$ cat src/rtl/seq_alu.sv
// seq_alu: sequential ALU with single-cycle ops, a radix-2 Booth multiplier
// and a non-restoring divider.
//
// Opcode map (op[4:0]):
//   0 LOAD  1 LOAD_IMM  2 STORE  3 ADD  4 ADD_IMM  5 SUB  6 MUL  7 DIV
//   8 SHR   9 SHL  10 ROR  11 ROL  12 AND  13 AND_IMM  14 OR  15 OR_IMM
//   16 NEG  17 NOT  18 SHRA   (anything else: a+b, z_high=0)
//
// Ports:
//   clk, clr_n        clock, asynchronous active-low reset
//   start, op, a, b   request; sampled on a rising edge while busy=0
//   inc_pc            request is z_low=b+1, overriding op
//   busy              an iterative op (MUL/DIV/DIVFIX) is in progress
//   done              one-cycle pulse; z_high/z_low/dbz valid from then on
//   z_high, z_low     registered result pair
//   dbz               divide-by-zero flag
//   state_dbg         current FSM state
//
// Handshake: a request is accepted on a rising edge where start=1 and
// busy=0 (IDLE or DONE). Nothing else is sampled from the request inputs
// after that edge; the result appears in the DONE cycle and is held
// until the DONE cycle of the next accepted request.
module seq_alu #(
    parameter int WIDTH = 32,
    parameter int SHW   = $clog2(WIDTH)
) (
    input  logic             clk,
    input  logic             clr_n,
    input  logic             start,
    input  logic [4:0]       op,
    input  logic [WIDTH-1:0] a,
    input  logic [WIDTH-1:0] b,
    input  logic             inc_pc,
    output logic             busy,
    output logic             done,
    output logic [WIDTH-1:0] z_high,
    output logic [WIDTH-1:0] z_low,
    output logic             dbz,
    output logic [2:0]       state_dbg
);
    localparam int CW = $clog2(WIDTH);

    localparam logic [4:0] OP_LOAD = 5'd0,  OP_LOAD_IMM = 5'd1, OP_STORE = 5'd2;
    localparam logic [4:0] OP_ADD  = 5'd3,  OP_ADD_IMM  = 5'd4, OP_SUB   = 5'd5;
    localparam logic [4:0] OP_MUL  = 5'd6,  OP_DIV      = 5'd7, OP_SHR   = 5'd8;
    localparam logic [4:0] OP_SHL  = 5'd9,  OP_ROR      = 5'd10, OP_ROL  = 5'd11;
    localparam logic [4:0] OP_AND  = 5'd12, OP_AND_IMM  = 5'd13, OP_OR   = 5'd14;
    localparam logic [4:0] OP_OR_IMM = 5'd15, OP_NEG = 5'd16, OP_NOT = 5'd17;
    localparam logic [4:0] OP_SHRA = 5'd18;

    localparam logic [2:0] S_IDLE   = 3'd0;
    localparam logic [2:0] S_MUL    = 3'd1;
    localparam logic [2:0] S_DIV    = 3'd2;
    localparam logic [2:0] S_DIVFIX = 3'd3;
    localparam logic [2:0] S_DONE   = 3'd4;

    logic [2:0]       state;
    logic [CW-1:0]    cnt;
    // Shared iteration registers:
    //   MUL: acc = Booth accumulator (one guard bit), qr = multiplier, opnd = multiplicand
    //   DIV: acc = partial remainder (signed), qr = dividend/quotient, opnd = |divisor|
    logic [WIDTH:0]   acc;
    logic [WIDTH-1:0] qr;
    logic [WIDTH-1:0] opnd;
    logic             q1;
    logic             neg_q;
    logic             neg_r;

    logic accept;
    assign accept    = start && ((state == S_IDLE) || (state == S_DONE));
    assign busy      = (state == S_MUL) || (state == S_DIV) || (state == S_DIVFIX);
    assign done      = (state == S_DONE);
    assign state_dbg = state;

    // ---------------- single-cycle results ----------------
    logic [WIDTH:0]     sum_ab, dif_ab;
    logic [2*WIDTH-1:0] ror_v, rol_v;
    logic [SHW-1:0]     sh;
    logic [WIDTH-1:0]   sc_low, sc_high;

    always_comb begin
        sh      = b[SHW-1:0];
        sum_ab  = {1'b0, a} + {1'b0, b};
        dif_ab  = {1'b0, a} + {1'b0, ~b} + (WIDTH+1)'(1);
        ror_v   = {a, a} >> sh;
        rol_v   = {a, a} << sh;
        sc_low  = sum_ab[WIDTH-1:0];
        sc_high = '0;
        if (inc_pc) begin
            sc_low = b + WIDTH'(1);
        end else begin
            case (op)
                OP_LOAD, OP_LOAD_IMM, OP_STORE, OP_ADD, OP_ADD_IMM: begin
                    sc_low  = sum_ab[WIDTH-1:0];
                    sc_high = {{(WIDTH-1){1'b0}}, sum_ab[WIDTH]};
                end
                OP_SUB: begin
                    sc_low  = dif_ab[WIDTH-1:0];
                    sc_high = {{(WIDTH-1){1'b0}}, dif_ab[WIDTH]};
                end
                OP_SHR:  sc_low = a >> sh;
                OP_SHRA: sc_low = $signed(a) >>> sh;
                OP_SHL:  sc_low = a << sh;
                OP_ROR:  sc_low = ror_v[WIDTH-1:0];
                OP_ROL:  sc_low = rol_v[2*WIDTH-1:WIDTH];
                OP_AND, OP_AND_IMM: sc_low = a & b;
                OP_OR, OP_OR_IMM:   sc_low = a | b;
                OP_NEG:  sc_low = ~a + WIDTH'(1);
                OP_NOT:  sc_low = ~a;
                default: sc_low = sum_ab[WIDTH-1:0];
            endcase
        end
    end

    // ---------------- Booth step ----------------
    // acc carries one guard bit so that subtracting the most-negative
    // multiplicand cannot overflow before the arithmetic shift.
    logic [WIDTH:0]   m_ext, b_sum, b_acc;
    logic [WIDTH-1:0] b_q;

    always_comb begin
        m_ext = {opnd[WIDTH-1], opnd};
        case ({qr[0], q1})
            2'b01:   b_sum = acc + m_ext;
            2'b10:   b_sum = acc - m_ext;
            default: b_sum = acc;
        endcase
        b_acc = {b_sum[WIDTH], b_sum[WIDTH:1]};
        b_q   = {b_sum[0], qr[WIDTH-1:1]};
    end

    // ---------------- non-restoring divide step / fix-up ----------------
    logic [WIDTH:0]   d_shift, d_rem, r_fix;
    logic [WIDTH-1:0] d_q, abs_a, abs_b, q_out, r_out;

    always_comb begin
        abs_a   = a[WIDTH-1] ? (~a + WIDTH'(1)) : a;
        abs_b   = b[WIDTH-1] ? (~b + WIDTH'(1)) : b;
        d_shift = {acc[WIDTH-1:0], qr[WIDTH-1]};
        if (acc[WIDTH]) d_rem = d_shift + {1'b0, opnd};
        else            d_rem = d_shift - {1'b0, opnd};
        d_q     = {qr[WIDTH-2:0], ~d_rem[WIDTH]};
        // A negative final remainder is one divisor short.
        r_fix   = acc[WIDTH] ? (acc + {1'b0, opnd}) : acc;
        q_out   = neg_q ? (~qr + WIDTH'(1)) : qr;
        r_out   = neg_r ? (~r_fix[WIDTH-1:0] + WIDTH'(1)) : r_fix[WIDTH-1:0];
    end

    // ---------------- FSM and datapath registers ----------------
    always_ff @(posedge clk or negedge clr_n) begin
        if (!clr_n) begin
            state  <= S_IDLE;
            cnt    <= '0;
            acc    <= '0;
            qr     <= '0;
            opnd   <= '0;
            q1     <= 1'b0;
            neg_q  <= 1'b0;
            neg_r  <= 1'b0;
            z_high <= '0;
            z_low  <= '0;
            dbz    <= 1'b0;
        end else begin
            case (state)
                S_IDLE, S_DONE: begin
                    if (accept) begin
                        cnt <= '0;
                        acc <= '0;
                        q1  <= 1'b0;
                        if (!inc_pc && op == OP_MUL) begin
                            qr    <= b;
                            opnd  <= a;
                            state <= S_MUL;
                        end else if (!inc_pc && op == OP_DIV && b != '0) begin
                            qr    <= abs_a;
                            opnd  <= abs_b;
                            neg_q <= a[WIDTH-1] ^ b[WIDTH-1];
                            neg_r <= a[WIDTH-1];
                            state <= S_DIV;
                        end else if (!inc_pc && op == OP_DIV) begin
                            z_low  <= '1;
                            z_high <= a;
                            dbz    <= 1'b1;
                            state  <= S_DONE;
                        end else begin
                            z_low  <= sc_low;
                            z_high <= sc_high;
                            dbz    <= 1'b0;
                            state  <= S_DONE;
                        end
                    end else begin
                        state <= S_IDLE;
                    end
                end
                S_MUL: begin
                    acc <= b_acc;
                    qr  <= b_q;
                    q1  <= qr[0];
                    cnt <= cnt + CW'(1);
                    if (cnt == CW'(WIDTH-1)) begin
                        z_high <= b_acc[WIDTH-1:0];
                        z_low  <= b_q;
                        dbz    <= 1'b0;
                        state  <= S_DONE;
                    end
                end
                S_DIV: begin
                    acc <= d_rem;
                    qr  <= d_q;
                    cnt <= cnt + CW'(1);
                    if (cnt == CW'(WIDTH-1)) state <= S_DIVFIX;
                end
                S_DIVFIX: begin
                    z_low  <= q_out;
                    z_high <= r_out;
                    dbz    <= 1'b0;
                    state  <= S_DONE;
                end
                default: state <= S_IDLE;
            endcase
        end
    end
endmodule

$ cat config.mk
export PLATFORM = sky130hd
export DESIGN_NAME = seq_alu
export DESIGN_NICKNAME = d
export VERILOG_FILES = /design/src/rtl/seq_alu.sv
export SDC_FILE = /design/constraint.sdc
export NUM_CORES = 2
export LEC_CHECK = 0
export CORE_ASPECT_RATIO = 0.9
export CORE_MARGIN = 2
export CORE_UTILIZATION = 25
export DETAILED_ROUTE_END_ITERATION = 10
export SYNTH_ARGS = -nofsm -noshare
export SYNTH_HDL_FRONTEND = slang
export SYNTH_SLANG_ARGS = --single-unit
$ cat constraint.sdc
create_clock -name clk -period 7.7 [get_ports clk]
set_input_delay 0.77 -clock clk [delete_from_list [all_inputs] [get_ports clk]]
set_output_delay 0.77 -clock clk [all_outputs]
set_load 0.02 [all_outputs]
==> metrics.txt <==
Post-synth top cells 523 x nor2_1, 388 x a21oi_1, 379 x nand2_1; clock-pin slew on the worst setup and hold paths 0.08 ns; Vias/cell 6.030; Non-Filler Instances 5488; CTS Hold Bufs 0; clk sinks 173; warnings from Yosys 0; placed cells 5454; Design Area, Final 32480 um^2; Adder-Cell Fraction of Synth Area 0.09089; RSZ-0062 raised after global routing false; WL final 152800 um; buffer count from post-CTS setup fixing 0; Design Power 5.728 mW; Hold Slack 0.3540 ns; I/O pin cnt 143; share of layout cells above drive strength 1 0.07702; Global Route Usage Sum 0.2504; worst-margin pin slew 1.240 ns; Finish-stage setup viols 0; area share of the largest cell type after synthesis 0.1497; clk_lat worst skew 0.51 ns; Post-Synth Simple-Gate Area 0.2134; routed len/inst 27.84 um; Fmax 157.1 MHz; flop-to-flop setup slack 1.33 ns; Mapped Area 28910 um^2; Core Region 114900 um^2; Seq/Total Area, Yosys 0.1497; Max FO, Critical Path 10; Post-DP HPWL 116400 um; Worst R2R Path Depth 19; classification of the worst setup path flop to flop; nature of the critical path startpoint flop; Initial Utilization 0.2517; required time worst endpoint 8.07 ns; worst vdd ir 181.8 uV; top_reg_cell synth dfrtp_1; DRC 0; Synth cell types 100; initial antenna violation count 9; Setup TNS 0 ns; Pre-antenna DRT Iters 6; # port buffers 142; Critical R2R Launch opnd[4]; Synth async-reset ratio 1.000; final hold violation count 0; fin crit share 0.8268; compound-gate portion of the synthesized area 0.3038; total gr overflow 0; RePlAce Congestion 1.077; Max-Cap Viols 0; status completed; largest area contributor in the netlist dfrtp_1; Placed Instance Area 31890 um^2; Mapped Nets 4297; mux cell area share after synthesis 0.08435; pre-CTS setup slack 1.485 ns; Layout Nets 4253; top-count cell post-synth nor2_1; largest family of logic cells by synthesized area compound AO/OA/AOI/OAI gates; post-CTS sizing 0; Worst setup EP type flop; Static Leak 12.76 nW; first-pass GRT wire length 219900 um; Min-Delay Path Class primary input to asynchronous set/reset pin; Clock Skew 0.01824 ns; Die X 362.5 um; TritonCTS clock tree done; synth-to-layout area growth 12.36%; Inserted Clock Buffers 17; mean post-synth cell area 7.197 um^2; Final WS setup 1.334 ns; number of flops mapped to enable cells by yosys 0; DR iter-0 viols 4336; cells after synthesis 4017; Core Util, Final 0.2828; Die H 326.6 um; clock root cell clkbuf_16; ranking of synthesized cells by area dfrtp_1 15%, ha_1 8.7%, nor2_1 6.8%; DRT antenna net count 0; Slew HR 0.1648; Placement Rows 118; min cycle time layout 6.366 ns; fillers 12610; power per cell area 176.3 nW/um^2; number of global-route vias before repair 30700; H-tree depth 4; largest net degree at the start of global routing 95; max-slew violation count 0; xor-xnor portion of the synthesized cell area 0.09694; Vias 33090; CP arrival 6.73 ns; Max Root-Sink Buffers 2; flops & latches, synth 173; reg2reg end z_high[31]; die area 118400 um^2
power by group:
group	switching [mW]	internal [mW]	total (mW)
Clock	0.479	0.441	0.920
Combinational	2.13	1.30	3.43
Sequential	0.322	1.05	1.38
Total	2.93	2.80	5.73
placed cells by master (no fill, tap or decap), types with 75 or more instances in the layout:
| cell type | count |
|---|---|
| nor2_1 | 518 |
| a21oi_1 | 388 |
| nand2_1 | 376 |
| o21ai_0 | 274 |
| xnor2_1 | 224 |
| ha_1 | 201 |
| dfrtp_1 | 171 |
| inv_1 | 139 |
| clkdlybuf4s50_1 | 134 |
| buf_4 | 114 |
| xor2_1 | 96 |
| nor3_1 | 92 |
| nand3_1 | 92 |
| a221oi_1 | 75 |
metal layers:
metal | part of all wire | track usage
met5 | 0.0011 | 0
met2 | 0.42 | 0.3731
met4 | 0.071 | 0.1528
met3 | 0.097 | 0.04371
met1 | 0.41 | 0.3359
state kept, by name, summed over array words and instances (netlist names):
register	count
state_dbg	3
qr	32
acc	33
q1	1
cnt	5
z_low	32
neg_q	1
neg_r	1
z_high	32
dbz	1
opnd	32
cells by family after synthesis:
kind of cell             count (synthesis)
AO/OA/AOI/OAI                         1340
XOR/XNOR                               320
adder cells (fa/ha/maj)                207
buffers and inverters                  460
flip-flops                             173
multiplexers                           155
AND/OR/NAND/NOR                       1362
cell type report:
cell class,instances,area (um^2),area share
Tap cell,1500,1877,0.05778
Sequential cell,173,4334,0.1334
Multi-Input combinational cell,3384,22910,0.7051
Timing Repair Buffer,253,2231,0.06868
Antenna cell,2,5.005,0.0001541
Inverter,144,540.5,0.01664
Clock buffer,18,439.2,0.01352
Clock inverter,14,151.4,0.004661
critical path, stage by stage, from the launching register on:
cell	delay, ns
dfrtp_1	0.50
or3_1	0.41
or4_1	0.55
nor3_1	0.36
nor3b_2	0.62
a21oi_1	0.16
xnor2_1	0.16
ha_1	0.39
o21a_1	0.14
o21a_1	0.18
a2111oi_0	0.40
nand4_1	0.18
a31oi_1	0.41
o21ai_1	0.17
a221oi_1	0.57
nor2b_1	0.10
o41a_1	0.33
o21a_1	0.21
a211oi_1	0.24
o22ai_1	0.12
how the worst max path moves through the flow:
stage | start | to | slack [ns] | cells after the start
after floorplan | acc[32] | acc[31] | 2.05 | 22
after global placement | opnd[4] | z_high[31] | 1.31 | 19
after detailed placement | opnd[4] | z_high[31] | 1.49 | 19
after CTS | opnd[4] | z_high[31] | 1.45 | 19
after global routing | opnd[4] | z_high[31] | 0.94 | 19
final | opnd[4] | z_high[31] | 1.33 | 19
(Power assumes the default switching activity.)
